**src/rtl/frame_sched_if.sv**
```systemverilog
// frame_sched_if: signal bundle between the display/button front end and frame_sched.
//   master : drives vsync, button_raw, pause; observes the sequencer outputs
//   slave  : frame_sched side
//   vsync, button_raw, pause      : input levels to the sequencer
//   new_frame, button_pulse       : single-cycle strobes
//   render_hold, overrun, busy    : status levels
//   frame_count[15:0]             : wrapping count of new_frame strobes
interface frame_sched_if;
   logic        vsync;
   logic        button_raw;
   logic        pause;
   logic        new_frame;
   logic        button_pulse;
   logic        render_hold;
   logic [15:0] frame_count;
   logic        overrun;
   logic        busy;

   modport master (
      output vsync, button_raw, pause,
      input  new_frame, button_pulse, render_hold, frame_count, overrun, busy
   );

   modport slave (
      input  vsync, button_raw, pause,
      output new_frame, button_pulse, render_hold, frame_count, overrun, busy
   );
endinterface

```
**src/rtl/frame_sched.sv**
```systemverilog
// frame_sched: turns the vsync level into a paced one-cycle new_frame strobe,
// holds the renderer off game state while it updates, and debounces the push
// button into a one-cycle press strobe.
//   clk  : system clock
//   rst  : synchronous, active-high reset
//   bus  : frame_sched_if.slave (vsync, button_raw, pause in;
//          new_frame, button_pulse, render_hold, frame_count, overrun, busy out)
//
// state  | meaning
// IDLE   | waiting for a vsync rise; divides qualifying rises by FRAME_DIV
// FRAME  | one cycle: new_frame strobe, frame_count bumped, hold asserted
// SETTLE | hold asserted while the game's update pipeline finishes
// DONE   | hold released; wait for vsync low so one long vsync fires once
module frame_sched #(
   parameter int DEBOUNCE_CYCLES = 500000,
   parameter int FRAME_DIV       = 1,
   parameter int SETTLE_CYCLES   = 4
) (
   input  logic          clk,
   input  logic          rst,
   frame_sched_if.slave  bus
);

   localparam int         DB_W     = (DEBOUNCE_CYCLES > 1) ? $clog2(DEBOUNCE_CYCLES) : 1;
   localparam logic [DB_W-1:0] DB_LAST  = DB_W'(DEBOUNCE_CYCLES - 1);
   localparam logic [3:0] DIV_LAST    = 4'(FRAME_DIV - 1);
   localparam logic [7:0] SETTLE_LOAD = 8'(SETTLE_CYCLES - 1);

   typedef enum logic [1:0] {IDLE, FRAME, SETTLE, DONE} state_t;

   state_t      state;
   logic        vsync_q;
   logic        vs_rise;
   logic [3:0]  div;
   logic [7:0]  settle_cnt;
   logic        new_frame_r;
   logic        render_hold_r;
   logic [15:0] frame_count_r;
   logic        overrun_r;
   logic        busy_r;

   logic            btn_s1;
   logic            btn_s2;
   logic [DB_W-1:0] db_cnt;
   logic            db_level;
   logic            db_level_q;
   logic            button_pulse_r;

   // Rise is registered, so the FSM acts one cycle after vsync is first seen high.
   always_ff @(posedge clk) begin
      if (rst) begin
         vsync_q <= 1'b0;
         vs_rise <= 1'b0;
      end else begin
         vsync_q <= bus.vsync;
         vs_rise <= bus.vsync & ~vsync_q;
      end
   end

   always_ff @(posedge clk) begin
      if (rst) begin
         state         <= IDLE;
         div           <= 4'd0;
         settle_cnt    <= 8'd0;
         new_frame_r   <= 1'b0;
         render_hold_r <= 1'b0;
         frame_count_r <= 16'd0;
         overrun_r     <= 1'b0;
         busy_r        <= 1'b0;
      end else begin
         new_frame_r <= 1'b0;
         case (state)
            IDLE: begin
               if (vs_rise && !bus.pause) begin
                  if (div == DIV_LAST) begin
                     div           <= 4'd0;
                     state         <= FRAME;
                     new_frame_r   <= 1'b1;
                     render_hold_r <= 1'b1;
                     busy_r        <= 1'b1;
                     frame_count_r <= frame_count_r + 16'd1;
                  end else begin
                     div <= div + 4'd1;
                  end
               end
            end
            FRAME: begin
               settle_cnt <= SETTLE_LOAD;
               state      <= SETTLE;
            end
            SETTLE: begin
               if (!bus.vsync) overrun_r <= 1'b1;
               settle_cnt <= settle_cnt - 8'd1;
               // Leaving as the count reaches zero gives FRAME + (SETTLE_CYCLES-1) hold cycles.
               if (settle_cnt == 8'd1) begin
                  state         <= DONE;
                  render_hold_r <= 1'b0;
               end
            end
            DONE: begin
               if (!bus.vsync) begin
                  state  <= IDLE;
                  busy_r <= 1'b0;
               end
            end
            default: state <= IDLE;
         endcase
      end
   end

   always_ff @(posedge clk) begin
      if (rst) begin
         btn_s1         <= 1'b0;
         btn_s2         <= 1'b0;
         db_cnt         <= '0;
         db_level       <= 1'b0;
         db_level_q     <= 1'b0;
         button_pulse_r <= 1'b0;
      end else begin
         btn_s1         <= bus.button_raw;
         btn_s2         <= btn_s1;
         db_level_q     <= db_level;
         button_pulse_r <= db_level & ~db_level_q;
         if (btn_s2 == db_level) begin
            db_cnt <= '0;
         end else if (db_cnt == DB_LAST) begin
            db_cnt   <= '0;
            db_level <= ~db_level;
         end else begin
            db_cnt <= db_cnt + DB_W'(1);
         end
      end
   end

   assign bus.new_frame    = new_frame_r;
   assign bus.render_hold  = render_hold_r;
   assign bus.frame_count  = frame_count_r;
   assign bus.overrun      = overrun_r;
   assign bus.busy         = busy_r;
   assign bus.button_pulse = button_pulse_r;

endmodule

```
**src/flat_wrapper.sv**
```systemverilog
// flat-port wrapper written by rule: the top's interface ports become plain ports
module frame_sched_flat 
#(
   parameter int DEBOUNCE_CYCLES = 500000,
   parameter int FRAME_DIV       = 1,
   parameter int SETTLE_CYCLES   = 4
)
  (clk, rst, bus_vsync, bus_button_raw, bus_pause, bus_new_frame, bus_button_pulse, bus_render_hold, bus_frame_count, bus_overrun, bus_busy);
  frame_sched_if bus_i ();
  input  logic clk;
  input  logic rst;
  input wire logic [$bits(bus_i.vsync)-1:0] bus_vsync;
  input wire logic [$bits(bus_i.button_raw)-1:0] bus_button_raw;
  input wire logic [$bits(bus_i.pause)-1:0] bus_pause;
  output wire logic [$bits(bus_i.new_frame)-1:0] bus_new_frame;
  output wire logic [$bits(bus_i.button_pulse)-1:0] bus_button_pulse;
  output wire logic [$bits(bus_i.render_hold)-1:0] bus_render_hold;
  output wire logic [$bits(bus_i.frame_count)-1:0] bus_frame_count;
  output wire logic [$bits(bus_i.overrun)-1:0] bus_overrun;
  output wire logic [$bits(bus_i.busy)-1:0] bus_busy;
  assign bus_i.vsync = bus_vsync;
  assign bus_i.button_raw = bus_button_raw;
  assign bus_i.pause = bus_pause;
  assign bus_new_frame = bus_i.new_frame;
  assign bus_button_pulse = bus_i.button_pulse;
  assign bus_render_hold = bus_i.render_hold;
  assign bus_frame_count = bus_i.frame_count;
  assign bus_overrun = bus_i.overrun;
  assign bus_busy = bus_i.busy;
  frame_sched #(.DEBOUNCE_CYCLES(DEBOUNCE_CYCLES), .FRAME_DIV(FRAME_DIV), .SETTLE_CYCLES(SETTLE_CYCLES)) u_core (.clk(clk), .rst(rst), .bus(bus_i));
endmodule
```
**config.mk**
```make
export PLATFORM = sky130hd
export DESIGN_NAME = frame_sched_flat
export DESIGN_NICKNAME = d
export VERILOG_FILES = /design/src/rtl/frame_sched_if.sv /design/src/rtl/frame_sched.sv /design/src/flat_wrapper.sv
export SDC_FILE = /design/constraint.sdc
export NUM_CORES = 1
export LEC_CHECK = 0
export BUFFER_PORTS_ARGS = -buffer_cell sky130_fd_sc_hd__buf_2
export CORE_MARGIN = 2
export CORE_UTILIZATION = 41
export DETAILED_ROUTE_END_ITERATION = 16
export GPL_ROUTABILITY_DRIVEN = 1
export GPL_TIMING_DRIVEN = 0
export HOLD_SLACK_MARGIN = 0.06
export PLACE_DENSITY_LB_ADDON = 0.25
export RECOVER_POWER = 25
export SYNTH_ARGS = -nofsm -noshare
export SYNTH_HDL_FRONTEND = slang
export SYNTH_SLANG_ARGS = --single-unit
export TNS_END_PERCENT = 30
```
**constraint.sdc**
```tcl
create_clock -name clk -period 2 [get_ports clk]
set_clock_uncertainty 0.15 [all_clocks]
set_input_delay 0.1 -clock clk [delete_from_list [all_inputs] [get_ports clk]]
set_output_delay 0.1 -clock clk [all_outputs]
set_load 0.02 [all_outputs]
```
==> results.py, run 1 <==
metrics = {
    "sta": {
        "period_share": 1.07,
        "drv_slew": 0,
        "relSlewSlack": 0.650,
        "hold_viol": 0,
        "setup_slack_ns": -0.139,
        "max_freq_ghz": 0.467,
        "tightest_slew_ns": 0.525,
        "setup_violations": 20,
        "whs_ns": 0.135,
        "period_minus_slack_ns": 2.14,
        "grt_setup_unrepaired": "yes",
        "tns_ns": -2.38,
    },
    "drt": {
        "first_iter_violations": 74,
        "routed_wl_um": 5320,
        "vias": 2226,
        "vias_per_cell": 5.13,
        "ant_nets": 0,
        "drcViolationCount": 0,
        "drt-wirelength-per-cell_um": 12.3,
        "first_pass_iters": 4,
    },
    "synth": {
        "netlist_area_um2": 2660,
        "seq_area_frac_synth": 0.452,
        "ys.flop_type": "dfxtp_1",
        "syn_area_per_cell_um2": 8.75,
        "syn_nets": 318,
        "yosysWarnings": 0,
        "async_reset_ff_frac": 0,
        "yosys.cell_types.count": 42,
        "synth-edff-count": 0,
        "syn_inst": 304,
        "synth-seq-cells": 60,
    },
    "layout": {
        "antenna_cells": 0,
        "n_fill_cell": 624,
        "layout_commonest_cell": "dfxtp_1",
        "stdcell_count": 434,
        "utilization": 0.512,
        "seqCellArea_um2": 1210,
        "syn2layout_area_growth_pct": 21.5,
        "multi_input_area_um2": 1430,
        "drive_above_1_share": 0.160,
        "final_nets": 366,
        "layout_common_cells": "56 x dfxtp_1, 34 x nor2_1, 21 x nand2_1",
    },
    "clocking": {
        "numCtsBuffers": 9,
        "h-tree-depth": 3,
        "cts_sinks": 60,
        "cts-root-buf": "clkbuf_8",
        "cts_tree": "built",
        "clkLatencyLatePin_ns": 0.33,
        "clk_pin_slew_worst_paths_ns": 0.06,
        "max-clock-path-buffers": 2,
    },
    "die": {
        "die_y_um": 84.5,
        "io_pins": 26,
        "start_util": 0.421,
        "die_w_um": 84.5,
        "die_area_um2": 7150,
        "fp-row-count": 29,
        "coreArea_um2": 6310,
    },
    "worst_hold_path": {
        "hold_path_depth": 4,
        "hold_path_class": "in -> reg",
    },
    "place": {
        "place.gp.congestion": 0.801,
        "hpwlAfterDp_um": 3550,
        "io_buffer_count": 25,
        "dp_cells": 406,
    },
    "grt": {
        "gr-usage-met1": 0.201,
        "grt_max_degree": 11,
        "antenna_found_initial": 0,
        "use_met2": 0.245,
        "grt_use_met3": 0.0442,
        "grt_pass1_wl_um": 9120,
        "grt_pass1_vias": 2068,
        "grt-ovfl-total": 0,
        "busiest_layer": "met2",
        "grt_usage": 0.158,
    },
    "outcome": {
        "violations": "setup timing",
        "outcome": "finished with violations",
    },
    "critical_path": {
        "critPathArrivalTime_ns": 2.21,
        "crit_path_end_kind": "flop",
        "worstSetupStartpointType": "flop",
        "required_ns": 2.07,
        "critPathMaxFanout": 7,
        "worstRegToRegCells": 5,
        "worstSetupPathType": "reg -> reg",
    },
    "power_and_ir_drop": {
        "leakage_nw": 1.12,
        "finalPower_w": 0.00292,
        "ir_drop_mv": 0.514,
        "powerDensity_nw_per_um2": 904,
    },
    "job": {
        "drv_cap": 0,
    },
}
==> cells in the mapped netlist (3+ instances only) <==
cell,n,area share
a21oi_1,21,0.040
and2_1,3,0.0071
and4_1,4,0.013
clkbuf_1,5,0.0071
dfxtp_1,60,0.45
ha_1,9,0.042
inv_1,17,0.024
nand2_1,21,0.030
nand2b_1,4,0.0094
nand3_1,12,0.023
nand4_1,11,0.026
nor2_1,37,0.052
nor2b_1,5,0.012
nor3_1,7,0.013
nor4_1,4,0.0094
o21ai_0,13,0.024
o31ai_1,4,0.011
or3_1,11,0.026
or4_1,6,0.017
xnor2_1,15,0.049
xor2_1,10,0.033
==> flip-flops by register name, summed over array words and instances, names as in the netlist <==
name,cells
u_core.btn_s1,1
u_core.btn_s2,1
u_core.bus.busy,1
u_core.bus.button_pulse,1
u_core.bus.frame_count,16
u_core.bus.new_frame,1
u_core.bus.overrun,1
u_core.bus.render_hold,1
u_core.db_cnt,19
u_core.db_level,1
u_core.db_level_q,1
u_core.div,4
u_core.settle_cnt,8
u_core.state,2
u_core.vs_rise,1
u_core.vsync_q,1
==> cell type report <==
type,instances,share of cell area
multi-input cells,220,0.444
clock inverters,1,0.00155
flip-flops and latches,60,0.373
well taps,77,0.0298
plain buffers,6,0.00967
clock buffers,15,0.0546
repair buffers,38,0.0681
inverters,17,0.0197
==> metrics by stage <==
| step | cell area, um^2 | setup WS, ns |
|---|---|---|
| detailed placement | 2880 | -0.420 |
| global placement | 2880 | -0.357 |
| floorplan | 2660 | -0.0583 |
| CTS | 3190 | -0.175 |
| finish | 3230 | -0.139 |
| global route | 3230 | -0.203 |
==> logic make-up (layout without fill, tap and decap cells) <==
group,count (synthesis),after routing,share of synthesized area
adder cells (fa/ha/maj),9,9,0.0423
multiplexers,2,2,0.00800
AND/OR/NAND/NOR,135,135,0.268
AO/OA/AOI/OAI,49,49,0.111
buffers and inverters,24,77,0.0367
flip-flops,60,60,0.452
XOR/XNOR,25,25,0.0823
==> final timing paths <==
kind,from,endpoint,slack [ns]
max,u_core.db_cnt[9],u_core.db_cnt[7],-0.14
min reg2reg,u_core.vsync_q,u_core.vs_rise,0.23
max reg2reg,u_core.db_cnt[9],u_core.db_cnt[7],-0.14
min,bus_pause,u_core.div[1],0.13
==> routing by layer <==
layer / up-vias / part of all wire
li1: 1160 / -
met2: 27 / 0.46
met1: 1030 / 0.48
met4: 0 / 0.020
met3: 9 / 0.036
met5: - / 0
==> power breakdown <==
| group | internal, W | leakage, nW | switching [W] |
|---|---|---|---|
| combinational | 0.000250 | 0.535 | 0.000293 |
| sequential | 0.00129 | 0.488 | 0.0000906 |
| clock | 0.000551 | 0.0937 | 0.000451 |
| total | 0.00209 | 1.12 | 0.000835 |
==> worst max-delay path: stages (launching register included) <==
cell     delay (ns)
dfxtp_2        0.33
or4_4          0.52
or4_4          0.55
o21ai_4        0.27
buf_6          0.17
nor2_2         0.04
==> what timing repair did <==
item / CTS / global route
pin swaps: 13 / 2
gates resized for setup: 12 / 13
hold buffers: 3 / 0
hold endpoints to repair: 8 / 0
setup endpoints to repair: 36 / 32
gates cloned: 1 / 0
setup buffers: 8 / 1
Power figures use the tool's default switching activity.
==> inputs of run 2 (changes only) <==
--- a/config.mk
+++ b/config.mk
@@ -14,6 +14,7 @@
 export HOLD_SLACK_MARGIN = 0.06
 export PLACE_DENSITY_LB_ADDON = 0.25
 export RECOVER_POWER = 25
+export SETUP_SLACK_MARGIN = 0.15
 export SYNTH_ARGS = -nofsm -noshare
 export SYNTH_HDL_FRONTEND = slang
 export SYNTH_SLANG_ARGS = --single-unit
==> run 2 against run 1 <==
  * The run still ends with setup timing left
  * Global-route usage down 0.33 points
  * Largest power group unchanged
  * First-iteration DRC count fell by 19%
  * Sequential share of layout area decreased by 0.20 points
  * Largest cell class unchanged
  * Final area rose by 0.97%
  * Via count decreased by 0.18%
==> results.py, run 2 (synthesized netlist as in run 1, its figures left out) <==
metrics = {
    "drt": {
        "vias": 2222,
        "routed_wl_um": 5230,
        "ant_nets": 0,
        "first_pass_iters": 4,
        "vias_per_cell": 5.08,
        "drcViolationCount": 0,
        "first_iter_violations": 60,
        "drt-wirelength-per-cell_um": 12.0,
    },
    "critical_path": {
        "crit_path_end_kind": "flop",
        "r2r_start": "u_core.db_cnt[11]",
        "worstSetupPathType": "reg -> reg",
        "startpoint": "u_core.db_cnt[11]",
        "required_ns": 2.07,
        "worstSetupStartpointType": "flop",
        "critPathArrivalTime_ns": 2.14,
        "critPathMaxFanout": 10,
    },
    "place": {
        "dpl_cell_area_um2": 2880,
        "dp_cells": 406,
        "hpwlAfterDp_um": 3500,
        "place.gp.congestion": 0.788,
        "io_buffer_count": 25,
    },
    "layout": {
        "layout_commonest_cell": "dfxtp_1",
        "fin_area_um2": 3260,
        "layout_common_cells": "54 x dfxtp_1, 36 x nor2_1, 21 x nand2_1",
        "drive_above_1_share": 0.175,
        "final_nets": 369,
        "syn2layout_area_growth_pct": 22.7,
        "regMostFlops": "u_core.db_cnt",
        "antenna_cells": 0,
        "largest_reg_flops": 19,
        "stdcell_count": 437,
        "utilization": 0.517,
    },
    "clocking": {
        "h-tree-depth": 3,
        "clk_pin_slew_worst_paths_ns": 0.07,
        "numCtsBuffers": 9,
        "cts_tree": "built",
        "max-clock-path-buffers": 2,
        "clkLatencyLatePin_ns": 0.33,
        "cts-root-buf": "clkbuf_8",
        "cts_sinks": 60,
    },
    "sta": {
        "max_freq_ghz": 0.483,
        "tightest_slew_ns": 0.537,
        "setup_slack_ns": -0.0696,
        "relSlewSlack": 0.642,
        "setup_violations": 21,
        "grt_setup_unrepaired": "yes",
        "period_share": 1.03,
        "period_minus_slack_ns": 2.07,
        "drv_slew": 0,
        "hold_viol": 0,
    },
    "outcome": {
        "violations": "setup timing",
        "outcome": "finished with violations",
    },
    "die": {
        "coreArea_um2": 6310,
        "io_pins": 26,
        "start_util": 0.421,
        "die_y_um": 84.5,
        "die_w_um": 84.5,
        "die_area_um2": 7150,
        "fp-row-count": 29,
    },
    "power_and_ir_drop": {
        "powerDensity_nw_per_um2": 898,
        "ir_drop_mv": 0.577,
        "leakage_nw": 1.14,
    },
    "worst_hold_path": {
        "min-delay-start": "bus_pause",
        "hold_path_class": "in -> reg",
    },
    "grt": {
        "grt_pass1_wl_um": 8950,
        "antenna_found_initial": 0,
        "grt_max_degree": 11,
        "grt_pass1_vias": 2003,
        "grt-ovfl-total": 0,
        "grt_usage": 0.155,
    },
    "job": {
        "drv_cap": 0,
    },
}
## run 2: changes by cell type in the layout (fill, tap and decap cells not counted), moves of 2 or more
cell / delta
a21oi_2: -2
inv_2: +4
clkinv_2: +2
o21ai_1: +3
clkbuf_1: -3
nor2_2: -2
nor2_1: +2
o21ai_0: -3
a21oi_1: +2
dfxtp_1: -2
inv_1: -4
## run 2: worst max-delay path, cell delays in order, from the launching register on
cell and delay, ns:
dfxtp_2 0.34, or4b_1 0.51, or4_4 0.55, o21ai_4 0.19, buf_6 0.16, nor2_1 0.05
## run 2: final timing paths
| path | end | slack, ns | cells after the start |
|---|---|---|---|
| hold / removal | u_core.state[1] | 0.13 | 4 |
| setup / recovery | u_core.db_cnt[0] | -0.07 | 5 |
| setup reg to reg | u_core.db_cnt[0] | -0.07 | 5 |
| hold reg to reg | u_core.vs_rise | 0.23 | 1 |
## run 2: through the flow
step                      power, W  hold WS (ns)  TNS, ns  setup WS, ns
after detailed placement   0.00188         0.182    -6.38        -0.416
final                      0.00293         0.130    -1.13       -0.0696
after CTS                  0.00297         0.124    -1.94        -0.114
after global routing       0.00312         0.151    -3.23        -0.178
after global placement     0.00187         0.181    -5.64        -0.369
after floorplan            0.00177        0.0782   -0.566       -0.0582
## run 2: layout make-up
type,count,area (um^2)
Fill cell,595,3050
Multi-Input combinational cell,220,1430
Sequential cell,60,1210
Timing Repair Buffer,40,233
Clock buffer,12,165
Tap cell,77,96.3
Inverter,17,63.8
Buffer,7,45.0
Clock inverter,4,22.5
## run 2: report_power, final
group	leakage, nW	switching (W)	internal [W]
clock	0.0982	0.000457	0.000544
sequential	0.489	0.0000927	0.00129
combinational	0.551	0.000288	0.000258
total	1.14	0.000838	0.00209
## run 2: layer usage
layer / vias to the layer above / GRT usage / share of wire
met5: - / 0 / 0
met2: 30 / 0.243 / 0.45
li1: 1163 / - / -
met4: 0 / 0.0808 / 0.022
met3: 12 / 0.0354 / 0.030
met1: 1017 / 0.199 / 0.49
## run 2: timing repair
| action | CTS | global route |
|---|---|---|
| setup endpoints to repair | 41 | 31 |
| hold endpoints to repair | 7 | 0 |
| setup buffers | 11 | 0 |
| gates cloned | 1 | 0 |
| resized for setup | 26 | 5 |
| pin swaps | 12 | 5 |
| hold buffers | 3 | 0 |
==> inputs of run 3 (changes only) <==
==> constraint.sdc (replaced) <==
create_clock -name clk -period 2.2 [get_ports clk]
set_clock_uncertainty 0.15 [all_clocks]
set_input_delay 0.11 -clock clk [delete_from_list [all_inputs] [get_ports clk]]
set_output_delay 0.11 -clock clk [all_outputs]
set_load 0.02 [all_outputs]
==> run 3 against run 2 <==
  * Sequential share of layout area increased by 0.21 points
  * Sequential power fell by 9%
  * Sequential cell count did not move
  * Largest power group unchanged
  * Final area is 0.57% lower
  * Count of clock-buffer cells in the layout up 3
  * The flow now finishes without violations
  * Critical endpoint is now u_core.db_cnt[7]
==> results.py, run 3 (synthesized netlist as in run 1, its figures left out) <==
metrics = {
    "clocking": {
        "h-tree-depth": 3,
        "numCtsBuffers": 9,
        "clkLatencyLatePin_ns": 0.33,
        "cts_sinks": 60,
        "cts-root-buf": "clkbuf_8",
        "cts_tree": "built",
        "clk_pin_slew_worst_paths_ns": 0.06,
        "max-clock-path-buffers": 2,
    },
    "worst_hold_path": {
        "min-delay-start": "bus_pause",
        "min_to": "u_core.div[1]",
        "hold_path_class": "in -> reg",
        "hold_path_depth": 4,
    },
    "die": {
        "die_area_um2": 7150,
        "coreArea_um2": 6310,
        "start_util": 0.421,
        "fp-row-count": 29,
        "die_y_um": 84.5,
        "die_w_um": 84.5,
        "io_pins": 26,
    },
    "critical_path": {
        "required_ns": 2.27,
        "worstRegToRegCells": 5,
        "critPathArrivalTime_ns": 2.22,
        "r2r_start": "u_core.db_cnt[9]",
        "worstSetupPathType": "reg -> reg",
        "worst-r2r-setup-slack_ns": 0.05,
        "worstSetupStartpointType": "flop",
        "crit_path_end_kind": "flop",
        "r2r-end": "u_core.db_cnt[7]",
        "critPathMaxFanout": 7,
    },
    "sta": {
        "hold_viol": 0,
        "relSlewSlack": 0.672,
        "grt_setup_unrepaired": "yes",
        "period_share": 0.975,
        "setup_violations": 0,
        "tns_ns": 0,
        "drv_slew": 0,
        "period_minus_slack_ns": 2.15,
        "tightest_slew_ns": 0.492,
        "max_freq_ghz": 0.466,
    },
    "layout": {
        "n_fill_cell": 622,
        "regMostFlops": "u_core.db_cnt",
        "multi_input_area_um2": 1450,
        "seqCellArea_um2": 1210,
        "layout_commonest_cell": "dfxtp_1",
        "layout_common_cells": "54 x dfxtp_1, 33 x nor2_1, 24 x clkbuf_1",
        "drive_above_1_share": 0.165,
        "syn2layout_area_growth_pct": 22.0,
        "antenna_cells": 0,
        "final_nets": 366,
        "largest_reg_flops": 19,
    },
    "grt": {
        "antenna_found_initial": 0,
        "grt_pass1_wl_um": 9090,
        "grt_pass1_vias": 2062,
        "grt-ovfl-total": 0,
        "grt_max_degree": 11,
        "grt_usage": 0.158,
    },
    "drt": {
        "ant_nets": 0,
        "first_iter_violations": 75,
        "routed_wl_um": 5330,
        "drt-wirelength-per-cell_um": 12.3,
        "drcViolationCount": 0,
        "first_pass_iters": 4,
        "vias": 2220,
        "vias_per_cell": 5.12,
    },
    "place": {
        "hpwlAfterDp_um": 3550,
        "place.gp.congestion": 0.801,
        "io_buffer_count": 25,
    },
    "power_and_ir_drop": {
        "leakage_nw": 1.10,
        "ir_drop_mv": 0.467,
        "p_switching_w": 0.000755,
        "finalPower_w": 0.00265,
        "powerDensity_nw_per_um2": 818,
        "p_int_w": 0.00190,
        "sequentialPowerShare": 0.473,
        "p_sw_frac": 0.285,
        "combPwrFrac": 0.185,
        "p_clk_frac": 0.342,
    },
    "job": {
        "drv_cap": 0,
    },
    "outcome": {
        "outcome": "complete, no violations",
    },
}
[run 3: per-stage QoR]
step,hold slack [ns],util,std cells,cell area (um^2),setup slack [ns]
finish,0.143,0.514,434,3250,0.0548
global route,0.158,0.514,434,3250,-0.00698
CTS,0.134,0.504,433,3180,0.0253
detailed placement,0.190,0.457,406,2880,-0.220
global placement,0.189,0.457,406,2880,-0.157
floorplan,0.0882,-,304,2660,0.142
[run 3: worst max-delay path by stage]
stage / cells after the start / start / endpoint / slack, ns
floorplan: 5 / u_core.db_cnt[11] / u_core.db_cnt[11] / 0.14
global placement: 7 / u_core.state[0] / u_core.bus.frame_count[15] / -0.16
detailed placement: 7 / u_core.state[0] / u_core.bus.frame_count[15] / -0.22
CTS: 5 / u_core.db_cnt[10] / u_core.db_cnt[17] / 0.03
global route: 5 / u_core.db_cnt[9] / u_core.db_cnt[7] / -0.007
finish: 5 / u_core.db_cnt[9] / u_core.db_cnt[7] / 0.05
[run 3: final cells by class]
| class | instances | area share |
|---|---|---|
| Clock buffer | 15 | 0.0544 |
| Sequential cell | 60 | 0.373 |
| Tap cell | 77 | 0.0297 |
| Multi-Input combinational cell | 220 | 0.446 |
| Timing Repair Buffer | 37 | 0.0640 |
| Inverter | 17 | 0.0197 |
| Buffer | 7 | 0.0120 |
| Clock inverter | 1 | 0.00154 |
[run 3: power groups by stage]
stage | Clock, W | Sequential (W) | Combinational [W]
floorplan | 0 | 0.00127 | 0.000345
global placement | 0 | 0.00126 | 0.000434
detailed placement | 0 | 0.00126 | 0.000444
CTS | 0.000936 | 0.00124 | 0.000465
global route | 0.000986 | 0.00127 | 0.000558
finish | 0.000907 | 0.00125 | 0.000492
[run 3: critical path, cell delays in order (launching register included)]
cell	delay [ns]
dfxtp_2	0.33
or4_4	0.52
or4_4	0.55
o21ai_4	0.27
buf_6	0.17
nor2_2	0.04
[run 3: repair_timing]
action                                 in CTS  in global routing
gates cloned                                1                  0
setup buffers                               7                  1
gates resized for setup                    11                 24
hold buffers                                3                  0
pin swaps                                   8                  9
setup endpoints to repair                  34                 36
endpoints found under the hold margin       8                  0
[run 3: routing by layer]
| metal | vias up | share of wire | track usage |
|---|---|---|---|
| met5 | - | 0 | 0 |
| met4 | 0 | 0.019 | 0.0823 |
| met3 | 8 | 0.036 | 0.0442 |
| met2 | 30 | 0.45 | 0.244 |
| met1 | 1023 | 0.50 | 0.201 |
| li1 | 1159 | - | - |
